<file path="src/rtl/alu_issue_stage.sv">
// alu_issue_stage: decodes RV32I into ALU control/operands and registers them with valid/ready, stall and flush
module alu_issue_stage #(
  parameter int XLEN  = 32,
  parameter int CNT_W = 16
) (
  input  logic             clk,
  input  logic             rst_n,
  input  logic             in_valid,
  output logic             in_ready,
  input  logic [31:0]      instr,
  input  logic [XLEN-1:0]  pc,
  input  logic [XLEN-1:0]  rs1_data,
  input  logic [XLEN-1:0]  rs2_data,
  input  logic             flush,
  output logic             out_valid,
  input  logic             out_ready,
  output logic [3:0]       ALU_Control,
  output logic [XLEN-1:0]  SrcA,
  output logic [XLEN-1:0]  SrcB,
  output logic             is_branch,
  output logic [2:0]       br_funct3,
  output logic             illegal,
  output logic [CNT_W-1:0] issue_count
);
  localparam logic [6:0] OP_R = 7'b0110011, OP_I = 7'b0010011, OP_LUI = 7'b0110111,
                         OP_AUIPC = 7'b0010111, OP_LOAD = 7'b0000011, OP_STORE = 7'b0100011,
                         OP_BR = 7'b1100011;
  logic [6:0] opc;
  logic [2:0] f3;
  logic alt, shift, ar_ill, load;
  logic [3:0] ar_ctl, d_ctl;
  logic [XLEN-1:0] i_imm, s_imm, u_imm, d_a, d_b;
  logic d_br, d_ill;
  logic unused_bits;
  assign unused_bits = ^instr[19:15];
  assign opc = instr[6:0];
  assign f3 = instr[14:12];
  assign alt = instr[30];
  assign i_imm = {{(XLEN-12){instr[31]}}, instr[31:20]};
  assign s_imm = {{(XLEN-12){instr[31]}}, instr[31:25], instr[11:7]};
  assign u_imm = {instr[31:12], 12'b0};
  assign shift = f3 == 3'b001 || f3 == 3'b101;
  assign ar_ill = f3 == 3'b010;
  assign ar_ctl = f3 == 3'b000 ? ((opc == OP_R && alt) ? 4'b0001 : 4'b0000) :
                  f3 == 3'b001 ? 4'b0100 :
                  f3 == 3'b100 ? 4'b0101 :
                  f3 == 3'b110 ? 4'b0011 :
                  f3 == 3'b111 ? 4'b0010 :
                  f3 == 3'b011 ? 4'b0110 :
                  f3 == 3'b101 ? (alt ? 4'b1000 : 4'b0111) : 4'b0000;
  always_comb begin
    d_ctl = 4'b0000;
    d_a = '0;
    d_b = '0;
    d_br = 1'b0;
    d_ill = 1'b0;
    case (opc)
      OP_R, OP_I: begin
        d_a = rs1_data;
        d_b = opc == OP_R ? (shift ? {{(XLEN-5){1'b0}}, rs2_data[4:0]} : rs2_data)
                          : (shift ? {{(XLEN-5){1'b0}}, instr[24:20]} : i_imm);
        d_ctl = ar_ill ? 4'b0000 : ar_ctl;
        d_ill = ar_ill;
      end
      OP_LUI: d_b = u_imm;
      OP_AUIPC: begin
        d_a = pc;
        d_b = u_imm;
      end
      OP_LOAD: begin
        d_a = rs1_data;
        d_b = i_imm;
      end
      OP_STORE: begin
        d_a = rs1_data;
        d_b = s_imm;
      end
      OP_BR: begin
        d_a = rs1_data;
        d_b = rs2_data;
        d_br = 1'b1;
        d_ill = f3[2:1] == 2'b01;
        d_ctl = f3[2:1] == 2'b11 ? 4'b0110 : f3[2:1] == 2'b01 ? 4'b0000 : 4'b0001;
      end
      default: d_ill = 1'b1;
    endcase
  end
  assign in_ready = ~out_valid | out_ready;
  assign load = in_valid & in_ready & ~flush;
  always_ff @(posedge clk or negedge rst_n) begin
    if (!rst_n) begin
      out_valid <= 1'b0;
      ALU_Control <= '0;
      SrcA <= '0;
      SrcB <= '0;
      is_branch <= 1'b0;
      br_funct3 <= '0;
      illegal <= 1'b0;
      issue_count <= '0;
    end else begin
      if (out_valid & out_ready & ~flush) issue_count <= issue_count + CNT_W'(1);
      if (flush) out_valid <= 1'b0;
      else if (load) begin
        out_valid <= 1'b1;
        ALU_Control <= d_ctl;
        SrcA <= d_a;
        SrcB <= d_b;
        is_branch <= d_br;
        br_funct3 <= f3;
        illegal <= d_ill;
      end else if (out_ready) out_valid <= 1'b0;
    end
  end
endmodule

</file>
<file path="config.mk">
export PLATFORM = sky130hd
export DESIGN_NAME = alu_issue_stage
export DESIGN_NICKNAME = d
export VERILOG_FILES = /design/src/rtl/alu_issue_stage.sv
export SDC_FILE = /design/constraint.sdc
export NUM_CORES = 1
export LEC_CHECK = 0
export BUFFER_PORTS_ARGS = -buffer_cell sky130_fd_sc_hd__buf_2
export CELL_PAD_IN_SITES_DETAIL_PLACEMENT = 1
export CELL_PAD_IN_SITES_GLOBAL_PLACEMENT = 2
export CORE_MARGIN = 2
export CORE_UTILIZATION = 28
export DETAILED_ROUTE_END_ITERATION = 8
export PLACE_DENSITY_LB_ADDON = 0.3
export RECOVER_POWER = 25
export SLEW_MARGIN = 20
export SYNTH_ARGS = -nofsm -noshare
export SYNTH_HDL_FRONTEND = slang
export SYNTH_SLANG_ARGS = --single-unit
</file>
<file path="constraint.sdc">
create_clock -name clk -period 3.25 [get_ports clk]
set_input_delay 0.1625 -clock clk [delete_from_list [all_inputs] [get_ports clk]]
set_output_delay 0.1625 -clock clk [all_outputs]
set_load 0.02 [all_outputs]
</file>
==> results.py <==
metrics = {
    "timing": {
        "skew_ns": 0.00708,
        "fin_crit_ns": 2.11,
        "hold_viol": 0,
        "timing.slew.headroom": -0.328,
        "worst_pin_slew_ns": 1.99,
        "finalSetupViolations": 0,
        "fin_crit_sh": 0.650,
        "rsz0062_at_grt": "no",
        "fmax_mhz": 473,
        "hold_ws_ns": 0.0327,
        "slew_viol_final": 80,
        "tns_ns": 0,
        "setup_slack_ns": 1.14,
    },
    "min_path": {
        "hold_start": "flush",
        "min_to": "out_valid",
        "hold_depth": 2,
        "hold_class": "in -> reg",
    },
    "die": {
        "die_w_um": 129,
        "fp-row-count": 45,
        "dieArea_um2": 16600,
        "start_util": 0.287,
        "coreArea_um2": 15300,
        "io_pins": 224,
        "die_y_um": 129,
    },
    "synth": {
        "yosysWarnings": 0,
        "netlist_area_um2": 4370,
        "seq_area_frac_synth": 0.515,
        "synth_fp_nets": 577,
        "async_flop_share": 1.00,
        "ys_ff_latch": 90,
        "avgSynthCellArea_um2": 9.87,
        "synth_cells": 443,
        "synth_flop_cell": "dfrtp_1",
        "synth_cell_types": 48,
        "synth_edf_count": 0,
    },
    "critical_path": {
        "cp.required_ns": 3.30,
        "r2r-end": "SrcB[30]",
        "crit_path_end_kind": "async pin",
        "path_class": "in -> async",
        "start_kind": "input port",
        "path_cells": "dlygate4sd3_1 -> clkbuf_2",
        "crit_buf_inv": 2,
        "reg2regPathDepth": 7,
        "rrSetupSlack_ns": 1.31,
        "critPathTopFamily": "buffers and inverters",
        "rr_startpoint": "out_valid",
        "slowest_stage": "clkbuf_2",
        "slowest_delay_ns": 1.39,
        "cp.arrival_ns": 2.17,
        "critical_path_peak_fanout": 79,
    },
    "job": {
        "cap_violations": 1,
    },
    "finish": {
        "layout.nets": 791,
        "area_growth_pct": 36.1,
        "finish.utilization": 0.390,
        "drive_gt1_frac": 0.392,
    },
    "place": {
        "globalplace.congestion": 0.772,
        "place_ws_ns": 1.30,
        "io_buffers": 223,
        "hpwl_um": 11100,
    },
    "pwr": {
        "power.density_nw_per_um2": 467,
        "intPower_mw": 1.96,
        "peakVddDrop_v": 0.000240,
        "power.switching_mw": 0.818,
        "clkPwrFrac": 0.347,
        "sw_frac_of_total": 0.295,
        "pwr-share-comb": 0.192,
        "p_leak_nw": 2.92,
        "p_total_mw": 2.78,
        "seq_power_share": 0.461,
    },
    "detailed_routing": {
        "via_per_inst": 4.83,
        "met2WireLength_um": 6990,
        "wl_met3_um": 908,
        "routed_wl_um": 14600,
        "route.detailed.drc": 0,
        "wl_per_cell_um": 16.7,
        "ant_nets": 0,
        "dr.pass1.iters": 4,
        "top_layer": "met4",
        "drt_first_iter_violations": 115,
        "wl_met1_um": 6430,
        "num_vias": 4213,
    },
    "clocking": {
        "cts_tree": "done",
        "post_cts_resized": 0,
        "clock_path_buffers": 2,
        "htreeDepth": 3,
        "postCtsSetupBuffers": 0,
        "numCtsBuffers": 9,
        "clk_pin_slew_worst_paths_ns": 0.06,
        "ctsRootBufferMaster": "clkbuf_16",
        "clock_latency_ns": 0.34,
        "cts.sinks": 90,
    },
    "global_route": {
        "grt_pass1_wl_um": 22500,
        "grt-ovfl-total": 0,
        "grt_antenna_before_repair": 0,
        "gr-usage-all-layers": 0.175,
        "grt_max_degree": 80,
        "grt_pass1_vias": 4416,
    },
    "status": {
        "violations": "capacitance limit, slew limit",
        "status": "finished, violations left",
    },
}
per-layer routing:
metal	vias to the layer above	GRT usage
li1	2021	-
met1	2027	0.217
met2	149	0.298
met3	16	0.0407
met4	0	0.0665
met5	-	0
synth_stat cells, drive strengths merged, types with 2 or more instances:
cell | instances | area share
nand3b | 4 | 0.0069
clkbuf | 9 | 0.0077
nand4 | 5 | 0.0086
o211a | 2 | 0.0046
nor2b | 5 | 0.0077
dfrtp | 90 | 0.52
a221oi | 52 | 0.12
a22oi | 12 | 0.021
xnor2 | 11 | 0.022
and3 | 6 | 0.0089
o21ai | 44 | 0.051
a32oi | 2 | 0.0040
xor2 | 4 | 0.0080
nor3 | 4 | 0.0057
nand2 | 59 | 0.051
nand3 | 7 | 0.0080
buf | 22 | 0.030
nor2 | 74 | 0.064
a31oi | 2 | 0.0029
nor4 | 3 | 0.0072
inv | 11 | 0.0094
a21oi | 3 | 0.0060
sequential cells by signal (all words and copies together) (netlist names):
name	count
issue_count	16
SrcA	32
is_branch	1
ALU_Control	4
out_valid	1
br_funct3	3
illegal	1
SrcB	32
logic make-up (layout without fill, tap and decap cells):
kind of cell    count (synthesis)  in the layout  synth area share
flops                          90             90             0.515
other cells                     0              1                 0
compound gates                120            120             0.216
buf+inv                        42            260            0.0472
simple gates                  174            174             0.186
fa+ha+maj                       1              1           0.00286
xor+xnor                       15             15            0.0300
mux                             1              1           0.00257
placed cells by master (no fill, tap or decap), drive strengths merged, types with 4 or more instances in the layout:
cell    count
nor2       74
dfrtp      90
xor2        4
nor2b       5
nand4       5
xnor2      11
nor3        4
buf       218
nand3b      4
o21ai      44
and3        6
a22oi      12
inv        11
nand3       7
a221oi     52
nand2      59
clkbuf     27
power by group through the flow:
stage	Combinational, mW	Sequential (mW)	Clock, mW
2_1_floorplan	0.162	1.41	0
5_1_grt	0.587	1.29	1.04
3_3_place_gp	0.536	1.29	0
4_1_cts	0.550	1.28	1.01
6_report	0.533	1.28	0.965
3_5_place_dp	0.548	1.30	0
area by class of cell:
cell class / count / area [um2]
fill: 1833 / 9310
sequential: 90 / 2250
multi-input combinational: 311 / 1930
timing repair buffer: 234 / 1180
tap: 211 / 264
clock buffer: 12 / 256
inverter: 11 / 41.3
clock inverter: 3 / 15.0
antenna: 1 / 2.50
how the worst max path moves through the flow:
stage               cells after the start  endpoint       from  slack, ns
finish                                  2   SrcA[0]      rst_n       1.14
global route                            2  SrcA[27]      rst_n       0.71
CTS                                     7  SrcB[30]  out_valid       1.28
detailed placement                      7  SrcB[30]  out_valid       1.30
global placement                        7  SrcB[30]   instr[3]       1.42
floorplan                               7  SrcB[19]  out_valid       1.59
through the flow:
| step | std cells | cell area [um2] |
|---|---|---|
| 3_3_place_gp | 856 | 5690 |
| 4_1_cts | 871 | 5960 |
| 3_5_place_dp | 856 | 5690 |
| 5_1_grt | 872 | 5950 |
| 6_report | 873 | 5950 |
| 2_1_floorplan | 443 | 4370 |
timing repair:
action | 4_1_cts | 5_1_grt
endpoints found under the setup margin | 0 | 0
endpoints found under the hold margin | 0 | 78
hold buffers | 0 | 1
(Power assumes the default switching activity.)
